--- config.mk ---
export PLATFORM = sky130hd
export DESIGN_NAME = spi_flash_seq
export DESIGN_NICKNAME = d
export VERILOG_FILES = /design/src/rtl/spi_flash_seq.sv
export SDC_FILE = /design/constraint.sdc
export NUM_CORES = 1
export LEC_CHECK = 0
export CORE_MARGIN = 5
export CORE_UTILIZATION = 40
export DETAILED_ROUTE_END_ITERATION = 16
export GPL_TIMING_DRIVEN = 1
export PLACE_DENSITY = 0.65
export SYNTH_ARGS = -nofsm -noshare
export SYNTH_HDL_FRONTEND = slang
export SYNTH_SLANG_ARGS = --single-unit
export TNS_END_PERCENT = 100
--- constraint.sdc ---
create_clock -name sys_clk -period 6.1 [get_ports sys_clk]
set_input_delay 1.525 -clock sys_clk [delete_from_list [all_inputs] [get_ports sys_clk]]
set_output_delay 1.525 -clock sys_clk [all_outputs]
set_load 0.02 [all_outputs]
--- src/rtl/spi_flash_seq.sv ---
// spi_flash_seq
// Host-side command sequencer for the SPI flash path. Takes one read / erase /
// program request at a time, expands it into the opcode sequence that
// flash_ctrl executes (optional write-enable prefix, main opcode, timed wait
// for the flash's internal operation), and returns read data.
//
// Ports
//   sys_clk, sys_rst   single clock, asynchronous active-high reset
//   req_valid/ready    request handshake; transfer when both are high
//   req_op             0 read word, 1 sector erase, 2 block erase, 3 page program
//   req_adr            flash byte address
//   rsp_valid          one-cycle completion pulse
//   rsp_err            with rsp_valid: controller never acknowledged (timeout)
//   rsp_dat            read data with rsp_valid for op 0, otherwise holds
//   fsm_cmd            to controller: FSM_ACT starts an opcode, FSM_IDLE otherwise
//   spi_cmd, spi_adr   to controller: opcode and address, stable while active
//   spi_cs_n           from controller: low while an opcode is being shifted
//   spi_dat            from controller: shift register contents
//   dbg_state          current FSM state, for observation only
//
// Handshake: req_valid/req_ready follow strict valid/ready rules. A request
// transfers on a rising sys_clk edge where both are high; the requester keeps
// req_valid and its payload stable until that edge, and req_ready never
// depends combinationally on req_valid. rsp_valid is a single-cycle pulse
// with no back-pressure.
module spi_flash_seq #(
    parameter logic [31:0] SECTOR_ERASE_CYC = 32'd20_000_000,
    parameter logic [31:0] BLOCK_ERASE_CYC  = 32'd100_000_000,
    parameter logic [31:0] PAGE_PGM_CYC     = 32'd150_000,
    parameter logic [7:0]  CS_GAP_CYC       = 8'd16,
    parameter logic [15:0] ACK_TIMEOUT      = 16'd1024,
    // Controller encodings, matching spi_flash_params.vh
    parameter logic [1:0]  FSM_IDLE         = 2'd0,
    parameter logic [1:0]  FSM_ACT          = 2'd1,
    parameter logic [7:0]  SPI_FAST_READ    = 8'h0B,
    parameter logic [7:0]  SPI_WRITE_ENABLE = 8'h06,
    parameter logic [7:0]  SPI_SECTOR_ERASE = 8'h20,
    parameter logic [7:0]  SPI_BLOCK_ERASE  = 8'hD8,
    parameter logic [7:0]  SPI_PAGE_PGM     = 8'h02
) (
    input  logic        sys_clk,
    input  logic        sys_rst,
    input  logic        req_valid,
    output logic        req_ready,
    input  logic [1:0]  req_op,
    input  logic [23:0] req_adr,
    output logic        rsp_valid,
    output logic        rsp_err,
    output logic [31:0] rsp_dat,
    output logic [1:0]  fsm_cmd,
    output logic [7:0]  spi_cmd,
    output logic [23:0] spi_adr,
    input  logic        spi_cs_n,
    input  logic [31:0] spi_dat,
    output logic [2:0]  dbg_state
);

    typedef enum logic [2:0] {
        S_IDLE  = 3'd0,
        S_ACT   = 3'd1,
        S_XFER  = 3'd2,
        S_GAP   = 3'd3,
        S_TIMED = 3'd4,
        S_DONE  = 3'd5
    } state_t;

    localparam logic [1:0] OP_READ = 2'd0;

    state_t      state;
    logic [1:0]  op_q;
    logic        pre;        // write-enable prefix still to be sent
    logic        cs_q;       // spi_cs_n through one register
    logic        cs_prev;    // previous value of cs_q
    logic        cs_rise;
    logic [15:0] ack_cnt;
    logic [7:0]  gap_cnt;
    logic [31:0] wait_cnt;
    logic [7:0]  main_cmd;
    logic [31:0] wait_load;
    logic        ack_expired;
    logic        gap_done;

    assign cs_rise   = cs_q & ~cs_prev;
    assign dbg_state = state;

    // Widened compares so that a zero parameter still ends after one cycle
    // instead of wrapping the counter.
    assign ack_expired = ({1'b0, ack_cnt} + 17'd1) >= {1'b0, ACK_TIMEOUT};
    assign gap_done    = ({1'b0, gap_cnt} + 9'd1)  >= {1'b0, CS_GAP_CYC};

    always_comb begin
        main_cmd  = SPI_FAST_READ;
        wait_load = 32'd0;
        case (op_q)
            2'd1: begin main_cmd = SPI_SECTOR_ERASE; wait_load = SECTOR_ERASE_CYC; end
            2'd2: begin main_cmd = SPI_BLOCK_ERASE;  wait_load = BLOCK_ERASE_CYC;  end
            2'd3: begin main_cmd = SPI_PAGE_PGM;     wait_load = PAGE_PGM_CYC;     end
            default: begin main_cmd = SPI_FAST_READ; wait_load = 32'd0; end
        endcase
    end

    always_ff @(posedge sys_clk or posedge sys_rst) begin
        if (sys_rst) begin
            state     <= S_IDLE;
            op_q      <= 2'd0;
            pre       <= 1'b0;
            cs_q      <= 1'b1;
            cs_prev   <= 1'b1;
            ack_cnt   <= 16'd0;
            gap_cnt   <= 8'd0;
            wait_cnt  <= 32'd0;
            req_ready <= 1'b0;
            rsp_valid <= 1'b0;
            rsp_err   <= 1'b0;
            rsp_dat   <= 32'd0;
            fsm_cmd   <= FSM_IDLE;
            spi_cmd   <= 8'd0;
            spi_adr   <= 24'd0;
        end else begin
            cs_q    <= spi_cs_n;
            cs_prev <= cs_q;
            case (state)
                S_IDLE: begin
                    if (req_ready && req_valid) begin
                        req_ready <= 1'b0;
                        op_q      <= req_op;
                        spi_adr   <= req_adr;
                        pre       <= (req_op != OP_READ);
                        spi_cmd   <= (req_op == OP_READ) ? SPI_FAST_READ : SPI_WRITE_ENABLE;
                        ack_cnt   <= 16'd0;
                        fsm_cmd   <= FSM_ACT;
                        state     <= S_ACT;
                    end else begin
                        req_ready <= 1'b1;
                    end
                end
                S_ACT: begin
                    if (!cs_q) begin
                        fsm_cmd <= FSM_IDLE;
                        state   <= S_XFER;
                    end else if (ack_expired) begin
                        // Controller never started: abandon the whole request.
                        fsm_cmd   <= FSM_IDLE;
                        pre       <= 1'b0;
                        rsp_valid <= 1'b1;
                        rsp_err   <= 1'b1;
                        state     <= S_DONE;
                    end else begin
                        ack_cnt <= ack_cnt + 16'd1;
                    end
                end
                S_XFER: begin
                    if (cs_rise) begin
                        if (pre) begin
                            pre     <= 1'b0;
                            spi_cmd <= main_cmd;
                            gap_cnt <= 8'd0;
                            state   <= S_GAP;
                        end else if (op_q == OP_READ) begin
                            rsp_dat   <= spi_dat;
                            rsp_valid <= 1'b1;
                            state     <= S_DONE;
                        end else begin
                            wait_cnt <= wait_load;
                            state    <= S_TIMED;
                        end
                    end
                end
                S_GAP: begin
                    if (gap_done) begin
                        ack_cnt <= 16'd0;
                        fsm_cmd <= FSM_ACT;
                        state   <= S_ACT;
                    end else begin
                        gap_cnt <= gap_cnt + 8'd1;
                    end
                end
                S_TIMED: begin
                    if (wait_cnt == 32'd0) begin
                        rsp_valid <= 1'b1;
                        state     <= S_DONE;
                    end else begin
                        wait_cnt <= wait_cnt - 32'd1;
                    end
                end
                S_DONE: begin
                    rsp_valid <= 1'b0;
                    rsp_err   <= 1'b0;
                    req_ready <= 1'b1;
                    state     <= S_IDLE;
                end
                default: begin
                    fsm_cmd <= FSM_IDLE;
                    state   <= S_IDLE;
                end
            endcase
        end
    end

endmodule

### After elaboration in Yosys (flattened, before gate mapping)

Index checks and enable logic that the tools add are counted.

| operators by class | value |
|---|---|
| $add $sub $neg | 5 |
| order comparisons | 2 |
| equality and inequality tests | 22 |
| mux-type cells | 50 |
| bitwise operators | 4 |
| reductions and logical operators | 26 |

Operators by type and width:

| kind | number |
|---|---|
| 32-bit two-way mux | 4 |
| 27-bit one-hot mux with 3 select lines | 1 |
| 16-bit two-way mux | 4 |
| 32-bit one-hot mux with 2 select lines | 1 |
| 8-bit two-way mux | 6 |
| 16-bit one-hot mux with 3 select lines | 1 |
| 32-bit logical NOT | 1 |
| 8-bit one-hot mux with 2 select lines | 2 |
| 32-bit by 1-bit subtractor with 32-bit output, second input constant | 1 |
| 2-bit inequality test, second input constant | 13 |
| 8-bit one-hot mux with 3 select lines | 1 |
| 3-bit two-way mux | 7 |
| 5-bit AND reduction | 4 |
| 16-bit by 1-bit adder with 17-bit output, second input constant | 1 |
| 17-bit by 11-bit >= comparator with 1-bit output, second input constant | 1 |
| 16-bit by 1-bit adder with 16-bit output, second input constant | 1 |
| 4-bit AND reduction | 4 |
| 3-bit one-hot mux with 5 select lines | 1 |
| 1-bit two-way mux | 12 |
| 2-bit nonzero test | 6 |
| 8-bit by 1-bit adder with 9-bit output, second input constant | 1 |
| 9-bit by 5-bit >= comparator with 1-bit output, second input constant | 1 |
| 8-bit by 1-bit adder with 8-bit output, second input constant | 1 |
| 2-bit two-way mux | 4 |
| 22 further kinds | 30 |

| storage, ports and cells | value |
|---|---|
| bits in registers | 133 |
| input bits | 62 |
| output and inout bits | 72 |
| logic and storage cells | 124 |

### Longest topological paths before layout

Gate-level depths: netlist of the first run.

| depth | value |
|---|---|
| depth after elaboration | 6 |
| mapped depth | 10 |

### Worst setup path before layout of the first run

Ideal clock, no wire load.

| path | value |
|---|---|
| kind | input port to flip-flop |
| from | input req_valid |
| to | register ack_cnt[1] |
| library setup time | 0.136 ns |
| arrival time | 2.646 ns |
| data required time | 5.964 ns |
| slack | 3.318 ns |
| cell stages on the path | 6 |
| buffers on the path | 1 |
| path through | nand4bb_1 -> a21o_1 -> a31o_2 -> clkbuf_1 -> a21oi_1 -> o2bb2ai_1 |

| between the ends | value |
|---|---|
| longest elaborated chain between the ends | 3 |

Ends and longest elaborated chain:

| what | RTL line | text |
|---|---|---|
| start: declaration | 43 | `input logic req_valid,` |
| 1-bit logical AND | 124 | `if (req_ready && req_valid) begin` |
| 2-bit inequality test (no source line) | - |  |
| 5-bit AND reduction (no source line) | - |  |
| end signal: assignment | 149 | `ack_cnt <= ack_cnt + 16'd1;` |
| end: declaration | 75 | `logic [15:0] ack_cnt;` |

Every way passes these cells.
A chain may end at the register's enable or synchronous reset.

### Worst setup path after layout of the first run

| path | value |
|---|---|
| from | register state[2] (netlist: dbg_state[2]) |
| to | output dbg_state[2] |

RTL lines:

| what | RTL line | text |
|---|---|---|
| start: declaration | 69 | `state_t state;` |
| start signal: assignment | 104 | `state <= S_IDLE;` |
| start signal: assignment | 132 | `state <= S_ACT;` |
| start signal: assignment | 140 | `state <= S_XFER;` |
| end: declaration | 55 | `output logic [2:0] dbg_state` |

No word-level cell between the ends.

==> load_flow_metrics.sql, run 1 <==
INSERT INTO impl_metrics (metric_group, metric, value, unit) VALUES
('placed_design', 'hpwlAfterDp', '11.2', 'mm'),
('grt', 'initial_antenna_violation_count', '0', ''),
('sta', 'timing.setup.tns', '0', 'ps'),
('setup_path', 'critical_path_required', '4580', 'ps'),
('die', 'placementRows', '45', ''),
('finish', 'most-common-layout-cells', '132 x clkdlybuf4s50_1, 128 x dfrtp_1, 60 x mux2_2', ''),
('placed_design', 'gp_weighted_congestion', '0.769', ''),
('sta', 'rsz0062_at_grt', 'no', ''),
('setup_path', 'reg2reg_to', 'wait_cnt[4]', ''),
('detailed_routing', 'routed_wirelength', '15.9', 'mm'),
('detailed_routing', 'routedWlPerCell', '16.8', 'µm'),
('setup_path', 'cp_slowest_stage_delay', '750', 'ps'),
('sta', 'worst_slew_margin_rel', '22.7', '%'),
('grt', 'via_count_of_the_first_global_routing_pass', '5215', ''),
('pwr', 'leakage', '0.00345', 'µW'),
('clock_tree', 'post_cts_sizing', '0', ''),
('sta', 'finalHoldViolCount', '0', ''),
('synthesis', 'synth_area_leader_cell', 'dfrtp_1', ''),
('die', 'dieWidth', '135', 'µm'),
('detailed_routing', 'routed-via-count', '5136', ''),
('synthesis', 'syn_area_per_cell', '10.5', 'µm²'),
('finish', 'post-route-cell-area', '8360', 'µm²'),
('grt', 'groute.usage.overall', '17.7', '%'),
('setup_path', 'cp.buffers_inverters', '1', ''),
('synthesis', 'synth-warning-count', '0', ''),
('pwr', 'p_total', '4260', 'µW'),
('finish', 'area_growth_syn_to_layout', '33.2', '%'),
('die', 'dieHeight', '135', 'µm'),
('setup_path', 'start_kind', 'flop', ''),
('die', 'core-area', '15300', 'µm²'),
('clock_tree', 'clk_transition_reported_paths', '60', 'ps'),
('clock_tree', 'ctsHtreeMaxLevel', '4', ''),
('synthesis', 'synth_top_area_share', '51.1', '%'),
('synthesis', 'netlist_area', '6270', 'µm²'),
('outcome', 'status', 'completed', ''),
('die', 'floorplan.initialDensity', '41.0', '%'),
('synthesis', 'yosys.area_share.adder', '1.40', '%'),
('setup_path', 'ff2ff_path_depth', '8', ''),
('setup_path', 'criticalPathCategory', 'flop to output pin', ''),
('setup_path', 'cpLargestDelayFamily', 'flip-flops', ''),
('synthesis', 'synth_top_family_by_area', 'simple AND/OR/NAND/NOR gates', ''),
('setup_path', 'worstSetupPathDepth', '1', ''),
('pwr', 'pwr_density_cell', '509', 'nW/µm²'),
('finish', 'post_route_cells_drive_above_1_share', '16.0', '%'),
('sta', 'post-route-period-util', '56.2', '%'),
('setup_path', 'crit_path_cell_trace', 'clkdlybuf4s50_1', ''),
('sta', 'setup-violations-final', '0', ''),
('synthesis', 'synth.top_cells.by_area', 'dfrtp_1 51%, mux2_2 11%, o21ai_0 3.1%', ''),
('synthesis', 'yosys.area_share.xor_xnor', '0.279', '%'),
('synthesis', 'yosys_most_used_dff', 'dfrtp_1', ''),
('clock_tree', 'post_cts_setup_buffer_count', '0', ''),
('placed_design', 'post_detailed_placement_cell_area', '7760', 'µm²'),
('setup_path', 'setup.worst_path.start', 'dbg_state[2]', ''),
('die', 'die_area', '18300', 'µm²'),
('synthesis', 'synth_enable_flop_cells', '0', ''),
('synthesis', 'compound_gate_portion_of_the_synthesized_area', '15.7', '%'),
('clock_tree', 'post_cts_hold_buffer_count', '0', ''),
('setup_path', 'data_arrival_time_of_the_critical_path', '1900', 'ps'),
('job', 'drv_cap', '0', ''),
('clock_tree', 'ctsLongestPathBuffers', '2', ''),
('detailed_routing', 'post_drt_via_cell_ratio', '5.44', ''),
('pwr', 'maximum_resistive_drop_on_vdd', '0.283', 'mV'),
('min_path', 'hold_class', 'flop to flop', ''),
('synthesis', 'post_synth_and_or_nand_nor_area_fraction', '16.3', '%'),
('clock_tree', 'tritoncts.num_buffers', '17', ''),
('detailed_routing', 'drt.antenna.violating_nets', '0', ''),
('grt', 'largest_net_degree_at_the_start_of_global_routing', '51', ''),
('synthesis', 'ys_async_sr_fraction', '100', '%'),
('clock_tree', 'cts-root-buf', 'clkbuf_16', ''),
('setup_path', 'critPathCaptureType', 'output pin', ''),
('die', 'num_io_pins', '134', '');
synthesized netlist by cell type, drive strengths merged (7+ instances only):
cell type	n
a21oi	27
a31oi	17
buf	11
clkbuf	22
dfrtp	128
ha	7
inv	16
mux2	60
nand2	45
nand3	13
nor2	46
nor2b	8
nor3	21
nor4	9
o21ai	40
o22a	7
o31ai	8
or3	9
report_power, final:
group          switching [µW]  internal (µW)  leakage, µW  total (µW)
Sequential                296           1200      0.00160        1490
Clock                     382            634     0.000289        1020
Combinational             905            843      0.00156        1750
worst min-delay path by stage:
stage | endpoint | slack, ps | depth (start not counted) | startpoint
floorplan | cs_prev | 350 | 0 | cs_q
global placement | cs_prev | 440 | 0 | cs_q
detailed placement | cs_prev | 440 | 0 | cs_q
CTS | cs_prev | 450 | 0 | cs_q
global route | cs_prev | 450 | 0 | cs_q
finish | cs_prev | 440 | 0 | cs_q
routing by layer:
layer | up-vias | GRT usage [%] | wire [µm]
li1 | 2427 | - | -
met1 | 2551 | 23.1 | 7010
met2 | 138 | 28.8 | 7800
met3 | 20 | 4.94 | 859
met4 | 0 | 5.66 | 235
met5 | - | 0 | 0
state kept, by name, indices dropped and copies added (netlist names):
name,flops
cs_prev,1
spi_adr,24
gap_cnt,8
pre,1
rsp_dat,32
spi_cmd,6
cs_q,1
rsp_err,1
req_ready,1
rsp_valid,1
wait_cnt,32
op_q,2
fsm_cmd,1
ack_cnt,16
dbg_state,3
cell families (layout without fill, tap and decap cells):
group,after synthesis,in the layout
xor gates and xnor gates,2,2
DFF,130,130
adders and majority gates,7,7
muxes,62,62
other,1,1
AOI/OAI and AO/OA,149,149
and+or+nand+nor,197,197
buffers and inverters,49,185
layout make-up:
type                       count  area, µm²
multi-input combinational    418       2810
clock buffer                  20        467
fill                        1356       6960
clock inverter                11        129
sequential                   130       3260
tap                          211        264
inverter                      16       62.6
timing repair buffer         138       1370
per-stage QoR:
stage                     util [%]  cells  worst slack (ps)
after CTS                     54.6    944              2660
after detailed placement      50.7    913              2430
after floorplan                  -    597              1110
after global routing          54.6    944              2610
after global placement        50.7    913              2510
final                         54.6    944              2670
Power figures use the tool's default switching activity.
==> run 2, diff against run 1 <==
clock period = 3.5 ns   (was 6.1 ns; I/O delays follow)
==> run 2 against run 1 <==
Global-route usage up 0.19 points. Utilization up 0.83 points. Final area up 1.5%. Non-clock buffer count up 3. Largest cell class unchanged. Largest power group unchanged.
==> load_flow_metrics.sql, run 2 (synthesized netlist as in run 1, its figures left out) <==
INSERT INTO impl_metrics (metric_group, metric, value, unit) VALUES
('grt', 'largest_net_degree_at_the_start_of_global_routing', '63', ''),
('grt', 'initial_antenna_violation_count', '0', ''),
('setup_path', 'ff2ff_path_depth', '8', ''),
('job', 'drv_cap', '0', ''),
('setup_path', 'reg2reg_to', 'wait_cnt[4]', ''),
('die', 'core-area', '15300', 'µm²'),
('finish', 'area_growth_syn_to_layout', '35.3', '%'),
('clock_tree', 'clock-sinks', '130', ''),
('die', 'die_area', '18300', 'µm²'),
('die', 'floorplan.initialDensity', '41.0', '%'),
('setup_path', 'critical_path_required', '3830', 'ps'),
('sta', 'drv_slew', '0', ''),
('grt', 'via_count_of_the_first_global_routing_pass', '5291', ''),
('pwr', 'pwr_density_cell', '909', 'nW/µm²'),
('detailed_routing', 'post_drt_via_cell_ratio', '5.47', ''),
('setup_path', 'r2r-start', 'wait_cnt[0]', ''),
('die', 'placementRows', '45', ''),
('setup_path', 'start_kind', 'flop', ''),
('clock_tree', 'insertion_delay', '410', 'ps'),
('sta', 'worstMarginPinSlew', '1090', 'ps'),
('sta', 'worst_slew_margin_rel', '26.6', '%'),
('clock_tree', 'tritoncts.num_buffers', '17', ''),
('setup_path', 'criticalPathCategory', 'flop to flop', ''),
('clock_tree', 'clk_transition_reported_paths', '60', 'ps'),
('die', 'dieHeight', '135', 'µm'),
('setup_path', 'timing.critical_path.fanout_max', '7', ''),
('pwr', 'maximum_resistive_drop_on_vdd', '0.473', 'mV'),
('clock_tree', 'ctsHtreeMaxLevel', '4', ''),
('sta', 'hold_ws', '450', 'ps'),
('detailed_routing', 'first_iter_violations', '317', ''),
('sta', 'final_setup_skew', '6.39', 'ps'),
('finish', 'antennaDiodeCount', '0', ''),
('finish', 'post-route-cell-area', '8490', 'µm²'),
('finish', 'post_route_cells_drive_above_1_share', '16.3', '%'),
('sta', 'maximum_clock_rate', '356', 'MHz'),
('finish', 'most-common-layout-cells', '132 x clkdlybuf4s50_1, 128 x dfrtp_1, 60 x mux2_2', ''),
('setup_path', 'critPathCaptureType', 'flop', ''),
('grt', 'groute.usage.overall', '17.9', '%'),
('clock_tree', 'cts_tree', 'yes', ''),
('outcome', 'status', 'completed', ''),
('pwr', 'leakage', '0.00350', 'µW'),
('sta', 'finalHoldViolCount', '0', ''),
('die', 'num_io_pins', '134', ''),
('grt', 'gr-total-overflow', '0', ''),
('detailed_routing', 'detail_route.first_pass.iterations', '5', ''),
('min_path', 'min_delay_worst_endpoint', 'cs_prev', ''),
('detailed_routing', 'routed-via-count', '5190', ''),
('finish', 'final_common_cell', 'clkdlybuf4s50_1', ''),
('clock_tree', 'post_cts_sizing', '0', ''),
('detailed_routing', 'routed_wirelength', '16.1', 'mm'),
('setup_path', 'data_arrival_time_of_the_critical_path', '3140', 'ps'),
('detailed_routing', 'routedWlPerCell', '17.0', 'µm'),
('die', 'dieWidth', '135', 'µm'),
('setup_path', 'reg2reg_slack', '690', 'ps'),
('min_path', 'hold_path_startpoint', 'cs_q', ''),
('detailed_routing', 'drt.antenna.violating_nets', '0', ''),
('min_path', 'cell_depth_of_the_worst_hold_path', '0', ''),
('finish', 'largest_registers', 'rsp_dat (32), wait_cnt (32), spi_adr (24)', ''),
('placed_design', 'gp_weighted_congestion', '0.807', ''),
('grt', 'grt_pass1_wl', '26.6', 'mm'),
('sta', 'setup-violations-final', '0', ''),
('placed_design', 'hpwlAfterDp', '11.2', 'mm'),
('clock_tree', 'cts-root-buf', 'clkbuf_16', ''),
('placed_design', 'post_detailed_placement_cell_area', '7810', 'µm²'),
('finish', 'layout.nets', '793', ''),
('sta', 'timing.setup.tns', '0', 'ps'),
('sta', 'post-route-period-util', '80.1', '%'),
('clock_tree', 'post_cts_hold_buffer_count', '0', ''),
('detailed_routing', 'residual_drc', '0', ''),
('sta', 'final.min_clock_period', '2810', 'ps'),
('clock_tree', 'ctsLongestPathBuffers', '2', ''),
('min_path', 'hold_class', 'flop to flop', ''),
('clock_tree', 'post_cts_setup_buffer_count', '0', ''),
('placed_design', 'placement.io_buffers', '132', ''),
('sta', 'rsz0062_at_grt', 'no', '');
run 2: worst max path at each step:
stage / startpoint / to / slack [ps] / cells past startpoint
finish: wait_cnt[0] / wait_cnt[4] / 690 / 8
global placement: req_valid / spi_cmd[1] / 780 / 6
detailed placement: wait_cnt[0] / wait_cnt[4] / 690 / 8
floorplan: wait_cnt[0] / wait_cnt[30] / 960 / 8
global route: wait_cnt[0] / wait_cnt[4] / 460 / 8
CTS: wait_cnt[0] / wait_cnt[4] / 720 / 8
run 2: area by class of cell:
| type | instances | area (µm²) |
|---|---|---|
| Fill cell | 1333 | 6830 |
| Sequential cell | 130 | 3260 |
| Multi-Input combinational cell | 418 | 2810 |
| Timing Repair Buffer | 141 | 1410 |
| Clock buffer | 19 | 443 |
| Tap cell | 211 | 264 |
| Clock inverter | 13 | 231 |
| Inverter | 16 | 63.8 |
run 2: metal layers:
layer | GRT usage, % | part of all wire, % | vias to the layer above
met2 | 29.7 | 50 | 162
li1 | - | - | 2437
met1 | 22.3 | 42 | 2568
met4 | 6.27 | 1.6 | 0
met3 | 5.39 | 6.7 | 23
met5 | 0 | 0 | -
run 2: worst max-delay path: stages (launching register included):
cell	delay, ps
dfrtp_1	400
inv_1	110
ha_1	200
or3b_4	420
or3_4	420
nor4_1	420
a21oi_1	320
or2_0	300
a21oi_1	140
run 2: report_power, final:
part	switching [µW]	internal (µW)
Combinational	1610	1490
Clock	671	1360
Sequential	509	2080
run 2: through the flow:
stage	power, µW	util [%]	setup slack (ps)	instances
5_1_grt	8170	55.4	463	948
3_3_place_gp	5590	51.0	778	916
3_5_place_dp	5700	51.0	693	916
2_1_floorplan	4410	-	959	597
4_1_cts	7770	55.4	721	948
6_report	7720	55.4	695	948
==> run 3, diff against run 2 <==
PLACE_DENSITY = 0.68   (was 0.65)
clock period = 2.48 ns   (was 3.5 ns; I/O delays follow)
==> run 3 against run 2 <==
Critical path type unchanged. The flow now finishes with violations (setup timing). Wire length rose by 1.3%. Largest power group unchanged. Register-to-register slack got worse by 710 ps. Power rose by 42%.
==> load_flow_metrics.sql, run 3 (synthesized netlist as in run 1, its figures left out) <==
INSERT INTO impl_metrics (metric_group, metric, value, unit) VALUES
('sta', 'maximum_clock_rate', '400', 'MHz'),
('sta', 'post-route-period-util', '101', '%'),
('sta', 'worst_slew_margin_rel', '55.6', '%'),
('clock_tree', 'cts-root-buf', 'clkbuf_16', ''),
('grt', 'groute.usage.overall', '18.5', '%'),
('pwr', 'clkPwrFrac', '23.5', '%'),
('outcome', 'status', 'complete, but fails checks', ''),
('sta', 'setup-violations-final', '2', ''),
('grt', 'largest_net_degree_at_the_start_of_global_routing', '94', ''),
('finish', 'utilization', '57.3', '%'),
('setup_path', 'data_arrival_time_of_the_critical_path', '2790', 'ps'),
('sta', 'finalHoldViolCount', '0', ''),
('finish', 'post_route_cells_drive_above_1_share', '22.3', '%'),
('detailed_routing', 'routed_wirelength', '16.3', 'mm'),
('setup_path', 'cp_common_cell', 'or3_4', ''),
('outcome', 'violations', 'setup timing', ''),
('pwr', 'power.sequential.fraction', '32.6', '%'),
('detailed_routing', 'residual_drc', '0', ''),
('clock_tree', 'cts_tree', 'yes', ''),
('grt', 'gr-total-overflow', '0', ''),
('setup_path', 'timing.critical_path.fanout_max', '4', ''),
('sta', 'drv_slew', '0', ''),
('min_path', 'hold_class', 'flop to flop', ''),
('clock_tree', 'ctsHtreeMaxLevel', '4', ''),
('die', 'placementRows', '45', ''),
('sta', 'hold_ws', '484', 'ps'),
('grt', 'grt_pass1_wl', '27.4', 'mm'),
('finish', 'largest_registers', 'rsp_dat (32), wait_cnt (32), spi_adr (24)', ''),
('sta', 'final_setup_skew', '7.95', 'ps'),
('finish', 'most-common-layout-cells', '132 x clkdlybuf4s50_1, 128 x dfrtp_1, 60 x mux2_2', ''),
('placed_design', 'hpwlAfterDp', '11.6', 'mm'),
('detailed_routing', 'detail_route.first_pass.iterations', '5', ''),
('clock_tree', 'ctsLongestPathBuffers', '2', ''),
('pwr', 'leakage', '0.00368', 'µW'),
('setup_path', 'crit_path_cell_trace', 'buf_4 -> or4_4 -> or3_4 -> or3_4 -> or2_4 -> o311ai_4 -> o31ai_1', ''),
('pwr', 'pwr_density_cell', '1250', 'nW/µm²'),
('clock_tree', 'tritoncts.num_buffers', '17', ''),
('setup_path', 'cp_slowest_stage_delay', '530', 'ps'),
('job', 'drv_cap', '0', ''),
('placed_design', 'placement.io_buffers', '132', ''),
('die', 'dieHeight', '135', 'µm'),
('finish', 'layout.nets', '833', ''),
('detailed_routing', 'routed-via-count', '5271', ''),
('finish', 'fillers', '1276', ''),
('setup_path', 'criticalPathCategory', 'flop to flop', ''),
('detailed_routing', 'drt.antenna.violating_nets', '0', ''),
('detailed_routing', 'first_iter_violations', '335', ''),
('grt', 'via_count_of_the_first_global_routing_pass', '5489', ''),
('detailed_routing', 'post_drt_via_cell_ratio', '5.34', ''),
('pwr', 'power_frac_comb', '43.9', '%'),
('sta', 'worstMarginPinSlew', '664', 'ps'),
('clock_tree', 'insertion_delay', '420', 'ps'),
('detailed_routing', 'routedWlPerCell', '16.5', 'µm'),
('pwr', 'net_sw_share', '37.1', '%'),
('die', 'num_io_pins', '134', ''),
('placed_design', 'gp_weighted_congestion', '0.813', ''),
('sta', 'timing.final.ws_setup', '-18.1', 'ps'),
('placed_design', 'place.detailed.instances', '951', ''),
('sta', 'rsz0062_at_grt', 'yes', ''),
('finish', 'finalNonFillerCells', '988', ''),
('die', 'dieWidth', '135', 'µm'),
('setup_path', 'slowest_cell_on_the_critical_path', 'or4_4', ''),
('die', 'die_area', '18300', 'µm²'),
('placed_design', 'post-place-ws', '-95.3', 'ps'),
('pwr', 'p_switching', '4060', 'µW'),
('finish', 'final_common_cell', 'clkdlybuf4s50_1', ''),
('clock_tree', 'clk_transition_reported_paths', '60', 'ps'),
('setup_path', 'critPathCaptureType', 'flop', ''),
('die', 'core-area', '15300', 'µm²'),
('pwr', 'maximum_resistive_drop_on_vdd', '0.648', 'mV'),
('setup_path', 'critical_path_required', '2770', 'ps'),
('finish', 'area_growth_syn_to_layout', '40.0', '%'),
('finish', 'antennaDiodeCount', '0', ''),
('grt', 'initial_antenna_violation_count', '0', ''),
('pwr', 'internal-power', '6890', 'µW'),
('sta', 'final.min_clock_period', '2500', 'ps'),
('clock_tree', 'clock-sinks', '130', ''),
('clock_tree', 'post_cts_hold_buffer_count', '0', ''),
('die', 'floorplan.initialDensity', '41.0', '%'),
('setup_path', 'start_kind', 'flop', '');
[run 3: cell types whose count changed in the layout (fill, tap and decap cells not counted), sizes merged]
cell	delta
buf	+40
clkbuf	-2
inv	+3
clkinv	+2
bufinv	-3
[run 3: final timing paths]
check / from / endpoint / slack [ps] / cells after the start
max: wait_cnt[1] / wait_cnt[31] / -20 / 7
min: gap_cnt[5] / gap_cnt[5] / 480 / 1
max reg2reg: wait_cnt[1] / wait_cnt[31] / -20 / 7
min reg2reg: gap_cnt[5] / gap_cnt[5] / 480 / 1
max in group asynchronous: sys_rst / cs_q / 1350 / 3
min in group asynchronous: sys_rst / wait_cnt[15] / 660 / 3
[run 3: final cells by class]
type / instances / area [µm²] / area share, %
Sequential cell: 130 / 3260 / 37.1
Multi-Input combinational cell: 418 / 2890 / 32.9
Timing Repair Buffer: 181 / 1700 / 19.4
Clock buffer: 17 / 425 / 4.84
Tap cell: 211 / 264 / 3.01
Clock inverter: 15 / 181 / 2.07
Inverter: 16 / 63.8 / 0.727
[run 3: critical path, delay by kind of cell (launching register included)]
family | cells | cell delay [ps]
AOI/OAI and AO/OA | 2 | 310
buffers and inverters | 1 | 140
DFF | 1 | 390
and+or+nand+nor | 4 | 1530
[run 3: timing repair]
item	in CTS	in global routing
endpoints found under the setup margin	5	40
resized for setup	5	9
buffers inserted	3	2
pin swaps	0	3
[run 3: metal layers]
metal / wire length, µm / track usage (%) / vias to the layer above
met5: 0 / 0 / -
met4: 264 / 7.45 / 0
met3: 952 / 4.87 / 22
met2: 8210 / 30.2 / 150
met1: 6900 / 23.4 / 2581
li1: - / - / 2518
[run 3: power groups by stage]
stage               Sequential, µW  Clock (µW)  Combinational [µW]
floorplan                     4100           0                2130
global placement              3520           0                4610
detailed placement            3580           0                4720
CTS                           3550        2630                4800
global route                  3690        2740                5230
finish                        3570        2570                4810
[run 3: per-stage QoR]
step | TNS, ps | total power (µW) | instance area (µm²)
floorplan | 0 | 6230 | 6280
global placement | 0 | 8130 | 8060
detailed placement | -321 | 8300 | 8060
CTS | -26.5 | 11000 | 8720
global route | -686 | 11700 | 8780
finish | -36.2 | 11000 | 8780
